File: config.mk
export PLATFORM = sky130hd
export DESIGN_NAME = muldiv_unit
export DESIGN_NICKNAME = d
export VERILOG_FILES = /design/src/rtl/muldiv_unit.sv
export SDC_FILE = /design/constraint.sdc
export NUM_CORES = 1
export LEC_CHECK = 0
export ABC_AREA = 1
export ABC_CLOCK_PERIOD_IN_PS = 3900
export CAP_MARGIN = 20
export CORE_AREA = 10 10 416 216
export DETAILED_ROUTE_END_ITERATION = 10
export DIE_AREA = 0 0 426 226
export PLACE_DENSITY = 0.48
export SYNTH_ARGS = -nofsm -noshare
export SYNTH_HDL_FRONTEND = slang
export SYNTH_SLANG_ARGS = --single-unit
File: constraint.sdc
create_clock -name i_clk -period 3.9 [get_ports i_clk]
set_clock_uncertainty 0.15 [all_clocks]
set_input_delay 0.39 -clock i_clk [delete_from_list [all_inputs] [get_ports i_clk]]
set_output_delay 0.39 -clock i_clk [all_outputs]
set_load 0.03 [all_outputs]
File: src/rtl/muldiv_unit.sv
// muldiv_unit: iterative MULT/MULTU/DIV/DIVU into HI/LO, plus MTHI/MTLO writes.
// Shift-add multiply and restoring divide, one bit per cycle, then a sign-fix cycle.
module muldiv_unit #(
   parameter int DATA_SIZE = 32,
   parameter int OP_SIZE   = 3,
   parameter int CNT_SIZE  = 6
) (
   input  logic                 i_clk,
   input  logic                 i_rst_n,
   input  logic                 i_start,
   input  logic [OP_SIZE-1:0]   i_op,
   input  logic                 i_flush,
   input  logic [DATA_SIZE-1:0] i_A,
   input  logic [DATA_SIZE-1:0] i_B,
   output logic                 o_busy,
   output logic                 o_done,
   output logic                 o_div_zero,
   output logic [DATA_SIZE-1:0] o_hi,
   output logic [DATA_SIZE-1:0] o_lo
);
   localparam int W = DATA_SIZE;
   localparam logic [1:0] S_IDLE = 2'd0, S_CALC = 2'd1, S_FIX = 2'd2;

   logic [1:0]          r_state, w_next;
   logic [CNT_SIZE-1:0] r_cnt;
   logic [2*W-1:0]      r_p;
   logic [W-1:0]        r_a, r_b, r_rem, r_hi, r_lo;
   logic                r_is_div, r_dz, r_sign_q, r_sign_r, r_done, r_div_zero;
   logic                w_go, w_md_go, w_mt_go, w_fin, w_last;
   logic                w_md, w_sgn, w_div_op, w_bz, w_ge;
   logic [W-1:0]        w_abs_a, w_abs_b, w_diff, w_q, w_r, w_hi_fix, w_lo_fix;
   logic [W:0]          w_sum, w_sh;
   logic [2*W-1:0]      w_prod;

   assign w_md     = i_op < OP_SIZE'(4);
   assign w_sgn    = i_op == OP_SIZE'(0) || i_op == OP_SIZE'(2);
   assign w_div_op = i_op == OP_SIZE'(2) || i_op == OP_SIZE'(3);
   assign w_bz     = i_B == '0;
   assign w_abs_a  = (w_sgn && i_A[W-1]) ? -i_A : i_A;
   assign w_abs_b  = (w_sgn && i_B[W-1]) ? -i_B : i_B;
   assign w_last   = r_cnt == CNT_SIZE'(W-1);

   always_ff @(posedge i_clk or negedge i_rst_n)
      if (!i_rst_n) r_state <= S_IDLE;
      else          r_state <= w_next;

   always_comb begin
      w_next = i_flush ? S_IDLE :
               (r_state == S_CALC) ? (w_last ? S_FIX : S_CALC) :
               (r_state == S_IDLE && w_md_go) ? ((w_div_op && w_bz) ? S_FIX : S_CALC) :
               S_IDLE;
   end

   always_comb begin
      o_busy  = r_state != S_IDLE;
      w_go    = i_start && !i_flush && r_state == S_IDLE;
      w_md_go = w_go && w_md;
      w_mt_go = w_go && (i_op == OP_SIZE'(4) || i_op == OP_SIZE'(5));
      w_fin   = r_state == S_FIX && !i_flush;
   end

   // multiply: add multiplicand into the upper half, shift product right
   assign w_sum  = {1'b0, r_p[2*W-1:W]} + {1'b0, r_p[0] ? r_a : {W{1'b0}}};
   // divide: shift next dividend bit into the remainder, subtract if it fits
   assign w_sh   = {r_rem, r_p[W-1]};
   assign w_ge   = w_sh >= {1'b0, r_b};
   assign w_diff = w_sh[W-1:0] - r_b;

   assign w_prod   = r_sign_q ? -r_p : r_p;
   assign w_q      = r_sign_q ? -r_p[W-1:0] : r_p[W-1:0];
   assign w_r      = r_sign_r ? -r_rem : r_rem;
   assign w_hi_fix = r_dz ? r_a : r_is_div ? w_r : w_prod[2*W-1:W];
   assign w_lo_fix = r_dz ? {W{1'b1}} : r_is_div ? w_q : w_prod[W-1:0];

   always_ff @(posedge i_clk or negedge i_rst_n) begin
      if (!i_rst_n) begin
         r_cnt      <= '0;
         r_p        <= '0;
         r_a        <= '0;
         r_b        <= '0;
         r_rem      <= '0;
         r_hi       <= '0;
         r_lo       <= '0;
         r_is_div   <= 1'b0;
         r_dz       <= 1'b0;
         r_sign_q   <= 1'b0;
         r_sign_r   <= 1'b0;
         r_done     <= 1'b0;
         r_div_zero <= 1'b0;
      end else begin
         r_done     <= w_fin;
         r_div_zero <= w_fin && r_dz;
         if (w_md_go) begin
            r_is_div <= w_div_op;
            r_dz     <= w_div_op && w_bz;
            r_sign_q <= w_sgn && (i_A[W-1] ^ i_B[W-1]);
            r_sign_r <= w_sgn && i_A[W-1];
            r_a      <= (w_div_op && w_bz) ? i_A : w_abs_a;
            r_b      <= w_abs_b;
            r_cnt    <= '0;
            r_p      <= {{W{1'b0}}, w_div_op ? w_abs_a : w_abs_b};
            r_rem    <= '0;
         end else if (r_state == S_CALC) begin
            r_cnt <= r_cnt + 1'b1;
            r_p   <= r_is_div ? {r_p[2*W-1:W], r_p[W-2:0], w_ge} : {w_sum, r_p[W-1:1]};
            if (r_is_div) r_rem <= w_ge ? w_diff : w_sh[W-1:0];
         end
         if (w_mt_go && i_op == OP_SIZE'(4)) r_hi <= i_A;
         if (w_mt_go && i_op == OP_SIZE'(5)) r_lo <= i_A;
         if (w_fin) begin
            r_hi <= w_hi_fix;
            r_lo <= w_lo_fix;
         end
      end
   end

   assign o_done     = r_done;
   assign o_div_zero = r_div_zero;
   assign o_hi       = r_hi;
   assign o_lo       = r_lo;
endmodule

# [Word-level counts from Yosys, hierarchy flattened]
# Cells that the tools add are included.
[op_classes] add_sub_neg=8 order_cmp=2 n_eq_ne=8 muxes=30 n_bitwise=1 reduce_logical=27
[op_table] operator="$mux W32" count=19
[op_table] operator="$mux W64" count=4
[op_table] operator="$neg A32 Y32" count=4
[op_table] operator="$neg A64 Y64" count=1
[op_table] operator="$add A32 B32 Y33" count=1
[op_table] operator="$ge A33 B32 Y1" count=1
[op_table] operator="$logic_not A32 Y1" count=1
[op_table] operator="$sub A32 B32 Y32" count=1
[op_table] operator="$logic_and A1 B1 Y1" count=13
[op_table] operator="$mux W6" count=2
[op_table] operator="$mux W2" count=5
[op_table] operator="$reduce_bool A2 Y1" count=5
[op_table] operator="$add A6 B1 Y6 const B" count=1
[op_table] operator="$eq A3 B2 Y1 const B" count=2
[op_table] operator="$eq A3 B3 Y1 const B" count=2
[op_table] operator="$eq A6 B5 Y1 const B" count=1
[op_table] operator="$reduce_and A2 Y1" count=2
[op_table] operator="$logic_not A3 Y1" count=1
[op_table] operator="$logic_or A1 B1 Y1" count=3
[op_table] operator="$lt A3 B3 Y1 const B" count=1
[op_table] operator="$eq A2 B1 Y1 const B" count=1
[op_table] operator="$eq A2 B2 Y1 const B" count=1
[op_table] operator="$logic_not A2 Y1" count=1
[op_table] operator="$ne A2 B1 Y1 const B" count=1
[op_table] operator="other kinds (2)" count=2
[word_totals] register_bits=238 inputBits=71 elab_cells=91

# [Longest topological paths before layout]
[logic_depth] depth_word=8 mapped_depth=18 mapped_depth_nobuf=17

# [Worst setup path after synthesis]
# Ideal clock, no wire load.
[synth_path] path_type="register to register" from="register r_p[0]" to="register r_p[63]" arrival_ns=2.541 required_ns=3.685 setup_slack_ns=1.144 path_stages_with_launch=17 n_path_buf=2 synth_period_minus_slack_ns=2.756 path_cell_list="dfrtp_1 -> buf_2 -> clkbuf_1 -> nand2_1 -> inv_1 -> ha_1 -> inv_1 -> fa_1 -> o21ai_0 -> a21oi_1 -> o21ai_0 -> nand3_1 -> nand2_1 -> nand2_1 -> nand3b_1 -> nand2_1 -> nand2_1"
[synth_via] elab_chain_len=5
[synth_lines] element="start, declared" line="26" text="logic [2*W-1:0] r_p;"
[synth_lines] element="start signal, assigned" line="101" text="r_p <= {{W{1'b0}}, w_div_op ? w_abs_a : w_abs_b};"
[synth_lines] element="start signal, assigned" line="105" text="r_p <= r_is_div ? {r_p[2*W-1:W], r_p[W-2:0], w_ge} : {w_sum, r_p[W-1:1]};"
[synth_lines] element="$mux W32" line="63" text="assign w_sum = {1'b0, r_p[2*W-1:W]} + {1'b0, r_p[0] ? r_a : {W{1'b0}}};"
[synth_lines] element="$add A32 B32 Y33" line="63"
[synth_lines] element="$mux W64" line="105"
[synth_lines] element="$mux W64" line="103" text="end else if (r_state == S_CALC) begin"
[synth_lines] element="$mux W64" line="93" text="if (w_md_go) begin"
# No other way between the ends. The select of a mux whose other input is x is not followed.
# A chain may end at the register's enable or synchronous reset.

# [Worst setup path in the final report]
[layout_path] from="register r_p[0]" to="register r_hi[12], in the netlist o_hi[12]"
[layout_via] elab_chain_len=5
[layout_lines] element="$neg A64 Y64" line="69" text="assign w_prod = r_sign_q ? -r_p : r_p;"
[layout_lines] element="$mux W64" line="69"
[layout_lines] element="$mux W32 (2 in a row)" line="72" text="assign w_hi_fix = r_dz ? r_a : r_is_div ? w_r : w_prod[2*W-1:W];"
[layout_lines] element="$mux W32" line="110" text="if (w_fin) begin"
[layout_lines] element="end signal, assigned" line="108" text="if (w_mt_go && i_op == OP_SIZE'(4)) r_hi <= i_A;"
[layout_lines] element="end signal, assigned" line="111" text="r_hi <= w_hi_fix;"
[layout_lines] element="end, declared" line="27" text="logic [W-1:0] r_a, r_b, r_rem, r_hi, r_lo;"
# No other way between the ends.

==> impl_metrics.yaml <==
sta:
  holdWs_ns: 0.1996
  maxSlewViolCount: 0
  finalCriticalPeriod_ns: 3.328
  slew_headroom_pct: 34.63
  worst_slack_ns: 0.5717
  hold_viol: 0
  setup_viol: 0
  min_period_over_period_pct: 85.34
  grt_setup_unrepaired: "false"
  fmax_ghz: 0.3005
  finalSetupTns_ns: 0
  tightest_slew_ns: 0.9762
routing:
  dr.pass1.iters: 8
  drtIter0Drc: 3251
  wl_mm: 109.6
  drtAntennaViolNets: 0
  vias: 23510
  wl_per_cell_um: 24.08
  vias_per_cell: 5.167
  drc: 0
die:
  dieHeight_um: 226
  die_w_um: 426
  num_rows: 75
  ios: 138
  start_util_pct: 24.65
  fp.dieArea_um2: 96280
  core_um2: 82770
cells_and_area:
  final_cell_area_um2: 24250
  final_cell_mix: "901 x nand2_1, 521 x nor2_1, 359 x inv_1, 300 x nand3_1, 237 x dfrtp_1"
  fin_cells: 4551
  final_util_pct: 29.30
  fillers: 9362
  area_delta_synth_final_pct: 18.84
  layout_commonest_cell: "nand2_1"
  drive_gt1_share_pct: 5.128
  nets: 3554
worst_setup_path:
  cp-end-kind: "register"
  max_stage_delay_ns: 0.42
  rr_worst_depth: 14
  cp_max_fo: 6
  crit_required_ns: 4.26
  worstPathCellList: "buf_4 -> inv_2 -> ha_1 -> nand2_1 -> nor2_1 -> nand2_1 -> nor2_1 -> nand3_1 -> nand2_1 -> nand3_1 -> nand3_1 -> nand3_1 -> nand2_1 -> a21oi_1"
  critical_path_class: "register to register"
  crit_arrival_ns: 3.68
  critPathSlowestCell: "dfrtp_1"
  start_kind: "register"
place:
  place_inst: 4498
  dpl_cell_area_um2: 23220
  dpl.hpwl_mm: 89.91
  port_buffers: 137
  gp_congestion: 1.012
  post-place-ws_ns: 0.6821
clock_tree:
  cts_setup_buffers: 0
  cts.sinks: 238
  cts.clk_slew.worst_paths_ns: 0.08
  htree_levels: 1
  clock-root-buffer: "clkbuf_16"
  clock_path_buffers: 3
  cts_tree: "yes"
  insertion_delay_ns: 0.62
  cts_buffers: 27
yosys:
  yosysSeqAreaShare_pct: 29.19
  synth.distinct_cells: 56
  async_flop_share_pct: 100.0
  ys_warn_count: 0
  syn_nets: 3433
  syn_area_um2: 20400
  synthCells: 3291
  synth-edff-count: 0
  ys_seq_elements: 238
  syn_area_per_cell_um2: 6.200
  ys.flop_type: "dfrtp_1"
worst_hold_path:
  hp-class: "primary input to asynchronous set/reset pin"
power:
  p_per_area_nw_per_um2: 487.5
  p_leak_nw: 11.60
  total_power_mw: 11.82
  ir_worst_vdd_mv: 0.3817
run_status:
  status: "completed"
global_route:
  antenna_found_initial: 6
  grt_pass1_wl_mm: 155.9
  grt_max_degree: 79
  grt.overflow.total: 0
  first_global_vias: 21160
  grtUsageTotal_pct: 21.87
flow_run:
  maxCapViolations: 0
## Yosys cell counts (8+ instances only)
| master | number | area (um2) |
|---|---|---|
| dfrtp_1 | 238 | 5956 |
| xnor2_1 | 24 | 210.2 |
| buf_1 | 11 | 41.29 |
| clkbuf_1 | 58 | 217.7 |
| nor2_1 | 523 | 1963 |
| nand2_1 | 901 | 3382 |
| a21o_1 | 8 | 60.06 |
| a31oi_1 | 11 | 68.82 |
| o21ai_0 | 205 | 1026 |
| xor2_1 | 53 | 464.2 |
| nor3_1 | 32 | 160.2 |
| nand4_1 | 35 | 219.0 |
| o221ai_1 | 11 | 96.34 |
| o211ai_1 | 30 | 225.2 |
| buf_2 | 35 | 175.2 |
| nand3b_1 | 19 | 142.6 |
| a22oi_1 | 15 | 112.6 |
| ha_1 | 69 | 863.3 |
| nand3_1 | 300 | 1501 |
| inv_2 | 11 | 41.29 |
| o22ai_1 | 11 | 68.82 |
| a221oi_1 | 10 | 87.58 |
| o21ai_1 | 15 | 75.07 |
| o21bai_1 | 8 | 60.06 |
| inv_1 | 359 | 1348 |
| a21oi_1 | 218 | 1091 |
## where the power goes
part | leakage, nW | internal (mW) | switching (mW)
clock | 0.492 | 1.75 | 1.32
combinational | 8.17 | 1.53 | 3.58
sequential | 2.93 | 2.97 | 0.677
## critical path, delay by kind of cell, from the launching register on
family	cells	cell delay, ns
flip-flops	1	0.42
AO/OA/AOI/OAI	1	0.07
AND/OR/NAND/NOR	10	2.07
adder cells (fa/ha/maj)	1	0.23
buffers and inverters	2	0.27
## what timing repair did
item                      in CTS  in global routing
gates resized for setup        0                  0
hold endpoints to repair      69                  0
hold buffers                   1                  0
## cells by family (layout without fill, tap and decap cells)
group / Yosys count / count (layout) / share of synthesized area [%]
buffers and inverters: 486 / 627 / 9.474
xor gates and xnor gates: 77 / 77 / 3.305
adders and majority gates: 71 / 71 / 4.427
AOI/OAI and AO/OA: 568 / 568 / 15.78
and+or+nand+nor: 1851 / 1851 / 37.82
DFF: 238 / 238 / 29.19
other: 0 / 3 / 0
## registers in the layout, indices dropped and copies added, names as in the netlist, 2 cells and up
| signal | flops |
|---|---|
| r_p | 64 |
| r_state | 2 |
| r_b | 32 |
| o_hi | 32 |
| r_cnt | 6 |
| r_a | 32 |
| r_rem | 32 |
| o_lo | 32 |
## path summary, 6_finish.rpt
path	endpoint	from	slack, ns
worst max-delay path	o_hi[12]	r_p[0]	0.57
worst min-delay path	r_rem[23]	i_rst_n	0.20
worst max register to register	o_hi[12]	r_p[0]	0.57
worst min register to register	r_b[15]	r_b[15]	0.35
max in group asynchronous	r_cnt[5]	i_rst_n	2.39
min in group i_clk	r_state[0]	i_flush	0.26
## layout make-up
type	count	area, um2	area share (%)
Clock inverter	15	235.2	0.9700
Timing Repair Buffer	206	1934	7.977
Antenna cell	3	7.507	0.03096
Clock buffer	34	772.0	3.184
Multi-Input combinational cell	2567	12550	51.74
Sequential cell	238	5957	24.57
Tap cell	1116	1396	5.758
Inverter	372	1401	5.779
## routing by layer
metal	routed length, um	track usage (%)
met1	56530	36.18
met2	36870	25.42
met3	15130	8.525
met4	959	1.764
met5	113	0
No activity file was read; power rests on OpenSTA's default activity.
